[config.mk]
export PLATFORM = sky130hd
export DESIGN_NAME = alu_issue_ctrl_flat
export DESIGN_NICKNAME = d
export VERILOG_FILES = /design/src/rtl/alu_issue_ctrl_if.sv /design/src/rtl/alu_issue_ctrl.sv /design/src/flat_wrapper.sv
export SDC_FILE = /design/constraint.sdc
export NUM_CORES = 1
export LEC_CHECK = 0
export BUFFER_PORTS_ARGS = -buffer_cell sky130_fd_sc_hd__buf_2
export CORE_MARGIN = 4
export CORE_UTILIZATION = 50
export DETAILED_ROUTE_END_ITERATION = 6
export PLACE_DENSITY_LB_ADDON = 0.12
export SYNTH_ARGS = -nofsm -noshare
export SYNTH_HDL_FRONTEND = slang
export SYNTH_SLANG_ARGS = --single-unit
export TNS_END_PERCENT = 5
[constraint.sdc]
create_clock -name clk -period 1.7 [get_ports clk]
set_input_delay 0.34 -clock clk [delete_from_list [all_inputs] [get_ports clk]]
set_output_delay 0.34 -clock clk [all_outputs]
set_load 0.01 [all_outputs]
[src/rtl/alu_issue_ctrl_if.sv]
// Issue handshake and ALU operand/result bus for alu_issue_ctrl.
// master: upstream issuer plus ALU; slave: the issue controller.
interface alu_issue_ctrl_if #(
  parameter int WIDTH = 2
);
  // instruction handshake
  logic             in_valid;
  logic             in_ready;
  logic [3:0]       in_op;
  logic [1:0]       in_rd;
  logic [1:0]       in_rs1;
  logic [1:0]       in_rs2;
  // ALU operands
  logic [WIDTH-1:0] alu_a;
  logic [WIDTH-1:0] alu_b;
  logic [3:0]       alu_sel;
  // ALU results
  logic [WIDTH-1:0] alu_out;
  logic             alu_zero;
  logic             alu_carry;
  logic             alu_overflow;
  logic             alu_error;

  modport master (
    output in_valid, in_op, in_rd, in_rs1, in_rs2,
    output alu_out, alu_zero, alu_carry,
    output alu_overflow, alu_error,
    input  in_ready, alu_a, alu_b, alu_sel
  );

  modport slave (
    input  in_valid, in_op, in_rd, in_rs1, in_rs2,
    input  alu_out, alu_zero, alu_carry,
    input  alu_overflow, alu_error,
    output in_ready, alu_a, alu_b, alu_sel
  );
endinterface

[src/rtl/alu_issue_ctrl.sv]
// Issue/writeback sequencer for a combinational ALU with a small regfile.
// Ports: clk, rst (async high), bus (issue+ALU), load, status, debug read.
module alu_issue_ctrl #(
  parameter int WIDTH = 2,
  parameter int NREGS = 4
) (
  input  logic             clk,
  input  logic             rst,
  alu_issue_ctrl_if.slave  bus,
  input  logic             i_ld_en,
  input  logic [1:0]       i_ld_addr,
  input  logic [WIDTH-1:0] i_ld_data,
  output logic             o_done,
  output logic             o_done_err,
  output logic [2:0]       o_flags,
  output logic             o_err_sticky,
  input  logic             i_err_clr,
  input  logic [1:0]       i_dbg_addr,
  output logic [WIDTH-1:0] o_dbg_data
);

  typedef enum logic [1:0] {
    S_IDLE = 2'd0,
    S_EXEC = 2'd1,
    S_WB   = 2'd2
  } state_t;

  state_t           r_state;
  state_t           w_next;

  logic [WIDTH-1:0] r_regs [NREGS];
  logic [WIDTH-1:0] r_alu_a;
  logic [WIDTH-1:0] r_alu_b;
  logic [3:0]       r_alu_sel;
  logic [1:0]       r_rd;
  logic [2:0]       r_flags;
  logic             r_done;
  logic             r_done_err;
  logic             r_err_sticky;

  logic             w_idle;
  logic             w_exec;
  logic             w_load;
  logic             w_ready;
  logic             w_accept;
  logic             w_err;

  assign w_idle   = (r_state == S_IDLE);
  assign w_exec   = (r_state == S_EXEC);
  // a direct load claims the IDLE cycle, so issue is stalled
  assign w_load   = w_idle & i_ld_en;
  assign w_ready  = w_idle & ~i_ld_en & ~rst;
  assign w_accept = bus.in_valid & w_ready;
  assign w_err    = w_exec & bus.alu_error;

  always_ff @(posedge clk or posedge rst) begin
    if (rst) begin
      r_state <= S_IDLE;
    end else begin
      r_state <= w_next;
    end
  end

  always_comb begin
    w_next = r_state;
    unique case (r_state)
      S_IDLE: if (w_accept) w_next = S_EXEC;
      S_EXEC: w_next = S_WB;
      S_WB:   w_next = S_IDLE;
      default: w_next = S_IDLE;
    endcase
  end

  // operands are read at accept, so rd==rs sees the old value
  always_ff @(posedge clk or posedge rst) begin
    if (rst) begin
      r_alu_a   <= '0;
      r_alu_b   <= '0;
      r_alu_sel <= '0;
      r_rd      <= '0;
    end else if (w_accept) begin
      r_alu_a   <= r_regs[bus.in_rs1];
      r_alu_b   <= r_regs[bus.in_rs2];
      r_alu_sel <= bus.in_op;
      r_rd      <= bus.in_rd;
    end
  end

  // load (IDLE only) and writeback (EXEC end) never coincide
  always_ff @(posedge clk or posedge rst) begin
    if (rst) begin
      for (int i = 0; i < NREGS; i++) begin
        r_regs[i] <= '0;
      end
    end else if (w_load) begin
      r_regs[i_ld_addr] <= i_ld_data;
    end else if (w_exec && !bus.alu_error) begin
      r_regs[r_rd] <= bus.alu_out;
    end
  end

  always_ff @(posedge clk or posedge rst) begin
    if (rst) begin
      r_flags <= '0;
    end else if (w_exec && !bus.alu_error) begin
      r_flags <= {bus.alu_zero, bus.alu_carry,
                  bus.alu_overflow};
    end
  end

  // done is high exactly during WB
  always_ff @(posedge clk or posedge rst) begin
    if (rst) begin
      r_done     <= 1'b0;
      r_done_err <= 1'b0;
    end else begin
      r_done     <= w_exec;
      r_done_err <= w_err;
    end
  end

  // a new error beats a simultaneous clear
  always_ff @(posedge clk or posedge rst) begin
    if (rst) begin
      r_err_sticky <= 1'b0;
    end else if (w_err) begin
      r_err_sticky <= 1'b1;
    end else if (i_err_clr) begin
      r_err_sticky <= 1'b0;
    end
  end

  assign bus.in_ready = w_ready;
  assign bus.alu_a    = r_alu_a;
  assign bus.alu_b    = r_alu_b;
  assign bus.alu_sel  = r_alu_sel;

  assign o_done       = r_done;
  assign o_done_err   = r_done_err;
  assign o_flags      = r_flags;
  assign o_err_sticky = r_err_sticky;
  assign o_dbg_data   = r_regs[i_dbg_addr];

endmodule

[src/flat_wrapper.sv]
// flat-port wrapper written by rule: the top's interface ports become plain ports
module alu_issue_ctrl_flat 
#(
  parameter int WIDTH = 2,
  parameter int NREGS = 4
)
  (clk, rst, i_ld_en, i_ld_addr, i_ld_data, o_done, o_done_err, o_flags, o_err_sticky, i_err_clr, i_dbg_addr, o_dbg_data, bus_in_valid, bus_in_op, bus_in_rd, bus_in_rs1, bus_in_rs2, bus_alu_out, bus_alu_zero, bus_alu_carry, bus_alu_overflow, bus_alu_error, bus_in_ready, bus_alu_a, bus_alu_b, bus_alu_sel);
  alu_issue_ctrl_if #(.WIDTH(WIDTH)) bus_i ();
  input  logic clk;
  input  logic rst;
  input  logic i_ld_en;
  input  logic [1:0] i_ld_addr;
  input  logic [WIDTH-1:0] i_ld_data;
  output logic o_done;
  output logic o_done_err;
  output logic [2:0] o_flags;
  output logic o_err_sticky;
  input  logic i_err_clr;
  input  logic [1:0] i_dbg_addr;
  output logic [WIDTH-1:0] o_dbg_data;
  input wire logic [$bits(bus_i.in_valid)-1:0] bus_in_valid;
  input wire logic [$bits(bus_i.in_op)-1:0] bus_in_op;
  input wire logic [$bits(bus_i.in_rd)-1:0] bus_in_rd;
  input wire logic [$bits(bus_i.in_rs1)-1:0] bus_in_rs1;
  input wire logic [$bits(bus_i.in_rs2)-1:0] bus_in_rs2;
  input wire logic [$bits(bus_i.alu_out)-1:0] bus_alu_out;
  input wire logic [$bits(bus_i.alu_zero)-1:0] bus_alu_zero;
  input wire logic [$bits(bus_i.alu_carry)-1:0] bus_alu_carry;
  input wire logic [$bits(bus_i.alu_overflow)-1:0] bus_alu_overflow;
  input wire logic [$bits(bus_i.alu_error)-1:0] bus_alu_error;
  output wire logic [$bits(bus_i.in_ready)-1:0] bus_in_ready;
  output wire logic [$bits(bus_i.alu_a)-1:0] bus_alu_a;
  output wire logic [$bits(bus_i.alu_b)-1:0] bus_alu_b;
  output wire logic [$bits(bus_i.alu_sel)-1:0] bus_alu_sel;
  assign bus_i.in_valid = bus_in_valid;
  assign bus_i.in_op = bus_in_op;
  assign bus_i.in_rd = bus_in_rd;
  assign bus_i.in_rs1 = bus_in_rs1;
  assign bus_i.in_rs2 = bus_in_rs2;
  assign bus_i.alu_out = bus_alu_out;
  assign bus_i.alu_zero = bus_alu_zero;
  assign bus_i.alu_carry = bus_alu_carry;
  assign bus_i.alu_overflow = bus_alu_overflow;
  assign bus_i.alu_error = bus_alu_error;
  assign bus_in_ready = bus_i.in_ready;
  assign bus_alu_a = bus_i.alu_a;
  assign bus_alu_b = bus_i.alu_b;
  assign bus_alu_sel = bus_i.alu_sel;
  alu_issue_ctrl #(.WIDTH(WIDTH), .NREGS(NREGS)) u_core (.clk(clk), .rst(rst), .bus(bus_i), .i_ld_en(i_ld_en), .i_ld_addr(i_ld_addr), .i_ld_data(i_ld_data), .o_done(o_done), .o_done_err(o_done_err), .o_flags(o_flags), .o_err_sticky(o_err_sticky), .i_err_clr(i_err_clr), .i_dbg_addr(i_dbg_addr), .o_dbg_data(o_dbg_data));
endmodule
==> impl_metrics.json, run 1 <==
{
  "num-nets-final": 185,
  "postSynthAreaPerCell_um2": 13.7,
  "worst_pin_slew_ns": 0.330,
  "drtIter0Drc": 29,
  "cts.clk_slew.worst_paths_ns": 0.14,
  "pre_cts_slack_ns": 0.210,
  "fin_crit_sh_pct": 99.3,
  "grt_pass1_vias": 1049,
  "min_period_ns": 1.69,
  "ys_ff_latch": 26,
  "p_leak_uw": 0.000888,
  "dieHeight_um": 60.3,
  "vias": 1055,
  "grt_start_max_net_pins": 15,
  "htree_levels": 1,
  "ir_worst_vdd_uv": 746,
  "finalSetupViolations": 0,
  "syn-cell-area_um2": 1370,
  "clkPwrFrac_pct": 17.2,
  "root_buffer": "clkbuf_4",
  "comb_power_share_pct": 35.0,
  "hold_slack_ns": 0.249,
  "yosysTopAreaCell": "dfrtp_1",
  "slowest_stage": "mux4_2",
  "synthArstFlopShare_pct": 100,
  "synthCells": 100,
  "fill_cells": 202,
  "max_cap_viol_count": 0,
  "swShare_pct": 29.4,
  "cpLargestDelayFamily": "multiplexers",
  "worst-setup-path-type": "register to primary output",
  "cts_tree": "done",
  "post_drt_wl_per_cell_um": 16.6,
  "area.growth.synth_to_final_pct": 27.0,
  "synth_nets": 127,
  "fin_ws_ns": 0.0125,
  "synth_cell_types": 29,
  "wl_um": 3110,
  "fin_setup_tns_ns": 0,
  "yosysMostFrequentCell": "dfrtp_1",
  "ys_top_cells_by_count": "26 x dfrtp_1, 9 x mux2_4, 6 x mux4_2",
  "hpwl_um": 2420,
  "layout-drive-gt1-share_pct": 53.5,
  "dieWidth_um": 60.3,
  "grt-ovfl-total": 0,
  "cts_inserted_buffers": 3,
  "status": "finished, final reports clean",
  "hold_violations": 0,
  "drcViolationCount": 0,
  "vias_per_cell": 5.64,
  "ioPinCount": 44,
  "cp_max_fo": 4,
  "drtPass1Iterations": 4,
  "path_cells": "mux4_2 -> buf_2",
  "rows": 18,
  "slew_viol_final": 0,
  "min_path_type": "input port to register",
  "start_util_pct": 53.7,
  "io_buffers": 43,
  "synth_flop_cell": "dfrtp_1",
  "yosysWarnings": 0,
  "relSlewSlack_pct": 77.9,
  "antenna_found_initial": 0,
  "drtAntennaViolNets": 0,
  "synth_top_area_share_pct": 47.6,
  "p_seq_share_pct": 47.7,
  "rsz0062_at_grt": "yes",
  "yosysSeqAreaShare_pct": 47.6,
  "crit_buf_inv": 1,
  "grt_pass1_wl_um": 4860,
  "fin_worst_skew_ns": 0.00136,
  "synth-edff-count": 0,
  "dieArea_um2": 3640,
  "power.density_nw_per_um2": 1020,
  "place_congestion": 0.891,
  "coreArea_um2": 2540,
  "clk_latency_ns": 0.31,
  "r2r-start": "u_core.r_state[0]",
  "p_switching_uw": 523,
  "worstHoldStart": "bus_in_op[3]",
  "crit_start": "u_core.r_regs[6]",
  "synth.area.top_cells": "dfrtp_1 48%, mux2_4 9.9%, mux4_2 9.9%",
  "fmax_mhz": 593,
  "critPathLaunchType": "register",
  "crit_arrival_ns": 1.35,
  "grtUsageTotal_pct": 18.4,
  "end_kind": "primary output",
  "internal_power_uw": 1250,
  "clock_sinks": 26,
  "diodes": 0,
  "slowest_delay_ns": 0.45,
  "clk_path_buf_depth": 2,
  "worst_ep_required_time_ns": 1.36
}
==> cells by family (layout without fill, tap and decap cells) <==
logic type / Yosys count / count (layout) / synth area share, %
compound gates: 17 / 17 / 11.1
buf+inv: 8 / 65 / 3.29
flops: 26 / 26 / 47.6
mux: 19 / 19 / 23.1
simple gates: 30 / 30 / 15.0
==> power by group through the flow <==
stage	clock network (µW)	logic [µW]	registers [µW]
after floorplan	0	306	887
after global placement	0	517	871
after detailed placement	0	526	880
after CTS	314	611	847
after global routing	341	677	865
final	306	623	848
==> placed cells by master, fill, tap and decap left out, drive strengths merged <==
master | Yosys | final
buf | 3 | 55
dfrtp | 26 | 26
mux2 | 13 | 13
mux4 | 6 | 6
inv | 5 | 5
nor2 | 4 | 4
o221ai | 4 | 4
nand3 | 4 | 4
and3 | 4 | 4
a221o | 4 | 4
clkbuf | 0 | 4
o311ai | 4 | 4
nand2b | 3 | 3
nor2b | 3 | 3
nand3b | 2 | 2
a21o | 2 | 2
nor3b | 2 | 2
nor3 | 2 | 2
or2 | 1 | 1
or3b | 1 | 1
nor4 | 1 | 1
nand2 | 1 | 1
and3b | 1 | 1
and2 | 1 | 1
a22oi | 1 | 1
a21bo | 1 | 1
a32oi | 1 | 1
dlygate4sd3 | 0 | 1
==> worst paths after layout <==
| check | cells after the start | slack [ns] | to |
|---|---|---|---|
| worst max register to register | 4 | 0.22 | u_core.r_regs[6] |
| min in group asynchronous | 3 | 0.53 | u_core.o_done |
| worst max-delay path | 2 | 0.01 | o_dbg_data[0] |
| max in group asynchronous | 4 | 0.73 | u_core.r_state[0] |
| worst min register to register | 1 | 0.49 | u_core.o_err_sticky |
| worst min-delay path | 2 | 0.25 | u_core.bus.alu_sel[3] |
==> registers in the layout (all words and copies together), names as in the netlist <==
name / count
u_core.bus.alu_a: 2
u_core.bus.alu_b: 2
u_core.bus.alu_sel: 4
u_core.o_done: 1
u_core.o_done_err: 1
u_core.o_err_sticky: 1
u_core.o_flags: 3
u_core.r_rd: 2
u_core.r_regs: 8
u_core.r_state: 2
==> worst reg2reg max path, delay by kind of cell (launching register included) <==
family          cells  cell delay, ns
buf+inv             1            0.18
simple gates        1            0.30
flops               1            0.44
compound gates      2            0.47
==> metrics by stage <==
| step | std cells | total power (µW) | utilization [%] | cell area (µm²) |
|---|---|---|---|---|
| 6_report | 187 | 1780 | 68.2 | 1740 |
| 5_1_grt | 187 | 1880 | 68.2 | 1740 |
| 4_1_cts | 186 | 1770 | 67.7 | 1720 |
| 3_3_place_gp | 174 | 1390 | 63.8 | 1620 |
| 2_1_floorplan | 100 | 1190 | - | 1370 |
| 3_5_place_dp | 174 | 1410 | 63.8 | 1620 |
==> timing repair <==
action / 4_1_cts / 5_1_grt
gates resized for setup: 0 / 1
setup endpoints to repair: 2 / 2
buffers inserted: 7 / 1
hold endpoints to repair: 7 / 0
hold buffers: 1 / 0
==> routing by layer <==
metal | GRT usage, % | share of wire [%] | up-vias | wire (µm)
li1 | - | - | 507 | -
met3 | 2.81 | 5.1 | 2 | 159
met2 | 32.9 | 51 | 31 | 1590
met1 | 22.6 | 43 | 515 | 1350
met5 | 0 | 0 | - | 0
met4 | 5.70 | 0.45 | 0 | 14
==> layout make-up <==
class	instances	area, µm²	area share (%)
inverters	5	18.8	1.08
multi-input cells	66	672	38.7
repair buffers	56	322	18.5
well taps	30	37.5	2.16
clock buffers	4	36.3	2.09
flip-flops and latches	26	651	37.5
Power figures use the tool's default switching activity.
==> run 2, diff against run 1 <==
- SETUP_SLACK_MARGIN: default -> 0.5
==> run 2 against run 1 <==
  * Sequential power about the same
  * Count of clock-buffer cells in the layout fell by 1
  * Design area rose by 4.0%
==> impl_metrics.json, run 2 (synthesis results as in run 1) <==
{
  "grtUsageTotal_pct": 19.9,
  "dpl_cell_area_um2": 1620,
  "cts_hold_buf": 0,
  "min_period_ns": 1.70,
  "drcViolationCount": 0,
  "htree_levels": 1,
  "post_drt_wl_per_cell_um": 18.2,
  "critPathLaunchType": "register",
  "vias": 1084,
  "final_cell_mix": "40 x buf_2, 24 x dfrtp_1, 13 x buf_4",
  "crit_arrival_ns": 1.36,
  "drtIter0Drc": 46,
  "cts.clk_slew.worst_paths_ns": 0.15,
  "relSlewSlack_pct": 75.2,
  "diodes": 0,
  "coreArea_um2": 2540,
  "p_leak_uw": 0.000907,
  "fin_crit_sh_pct": 99.8,
  "slew_viol_final": 0,
  "cp_max_fo": 2,
  "worst-setup-path-type": "register to primary output",
  "slowest_delay_ns": 0.48,
  "drtPass1Iterations": 4,
  "dieWidth_um": 60.3,
  "rsz0062_at_grt": "yes",
  "clk_path_buf_depth": 2,
  "clock_sinks": 26,
  "root_buffer": "clkbuf_4",
  "status": "finished, final reports clean",
  "path_cells": "mux4_2 -> buf_6",
  "comb_power_share_pct": 34.5,
  "ioPinCount": 44,
  "drtAntennaViolNets": 0,
  "rows": 18,
  "internal_power_uw": 1390,
  "hpwl_um": 2490,
  "worst_ep_required_time_ns": 1.36,
  "worst_pin_slew_ns": 0.371,
  "antenna_found_initial": 0,
  "grt_pass1_wl_um": 5250,
  "cts_inserted_buffers": 3,
  "ir_worst_vdd_uv": 813,
  "end_kind": "primary output",
  "largest_reg_flops": 8,
  "dieHeight_um": 60.3,
  "finalSetupViolations": 0,
  "grt-ovfl-total": 0,
  "r2r_cells": 3,
  "regMostFlops": "u_core.r_regs",
  "area.growth.synth_to_final_pct": 32.1,
  "finalInstanceArea_um2": 1810,
  "power.density_nw_per_um2": 1080,
  "start_util_pct": 53.7,
  "dieArea_um2": 3640,
  "hold_violations": 0,
  "fin_setup_tns_ns": 0,
  "p_seq_share_pct": 43.7,
  "fill_cells": 178,
  "io_buffers": 43,
  "fmax_mhz": 589,
  "swShare_pct": 28.7,
  "min_path_type": "input port to async pin",
  "clkPwrFrac_pct": 21.9,
  "num-nets-final": 185,
  "clk_latency_ns": 0.32,
  "slowest_stage": "mux4_2",
  "fin_worst_skew_ns": 0.00536,
  "place_congestion": 0.911,
  "p_switching_uw": 560,
  "cts_tree": "done",
  "wl_um": 3400,
  "max_cap_viol_count": 0,
  "final_common_cell": "buf_2",
  "grt_pass1_vias": 1090,
  "vias_per_cell": 5.80,
  "layout-drive-gt1-share_pct": 59.2,
  "grt_start_max_net_pins": 27
}
run 2: power groups by stage:
| stage | clock network (µW) | registers, µW | logic, µW |
|---|---|---|---|
| floorplan | 0 | 887 | 306 |
| global placement | 0 | 871 | 518 |
| detailed placement | 0 | 878 | 529 |
| CTS | 431 | 843 | 623 |
| global route | 458 | 864 | 726 |
| finish | 426 | 851 | 671 |
run 2: final timing paths:
kind / startpoint / end / slack [ns]
max: u_core.r_regs[2] / o_dbg_data[0] / 0.003
min: rst / u_core.r_state[1] / 0.07
max reg2reg: u_core.r_state[0] / u_core.r_rd[0] / 0.16
min reg2reg: u_core.o_err_sticky / u_core.o_err_sticky / 0.50
max in group asynchronous: rst / u_core.r_state[0] / 1.37
min in group clk: bus_in_rd[1] / u_core.r_rd[1] / 0.24
run 2: worst max-delay path: cells and delay by family (launching register included):
| family | cells | cell delay, ns |
|---|---|---|
| muxes | 1 | 0.48 |
| buffers and inverters | 1 | 0.14 |
| DFF | 1 | 0.42 |
run 2: through the flow:
| stage | instances | util (%) | worst slack [ns] | power (µW) | hold WS (ns) |
|---|---|---|---|---|---|
| after CTS | 186 | 68.2 | 0.00177 | 1900 | 0.0791 |
| after global routing | 187 | 71.0 | -0.0489 | 2050 | 0.0886 |
| after floorplan | 100 | - | 0.303 | 1190 | 0.380 |
| final | 187 | 71.0 | 0.00268 | 1950 | 0.0686 |
| after detailed placement | 174 | 63.8 | 0.163 | 1410 | 0.441 |
| after global placement | 174 | 63.8 | 0.211 | 1390 | 0.439 |
run 2: per-layer routing:
layer / up-vias / track usage [%] / share of wire, %
li1: 502 / - / -
met3: 6 / 4.32 / 4.8
met5: - / 0 / 0
met2: 32 / 33.6 / 52
met1: 544 / 24.8 / 41
met4: 0 / 7.59 / 1.4
run 2: final cells by class:
| cell class | instances | area, µm² | area share (%) |
|---|---|---|---|
| inverters | 5 | 18.8 | 1.04 |
| clock inverters | 1 | 30.0 | 1.66 |
| clock buffers | 3 | 22.5 | 1.25 |
| flip-flops and latches | 26 | 653 | 36.1 |
| well taps | 30 | 37.5 | 2.08 |
| repair buffers | 56 | 332 | 18.4 |
| multi-input cells | 66 | 713 | 39.5 |
run 2: what timing repair did:
item / 4_1_cts / 5_1_grt
setup endpoints to repair: 36 / 41
setup buffers: 8 / 1
pin swaps: 0 / 5
gates resized for setup: 0 / 15
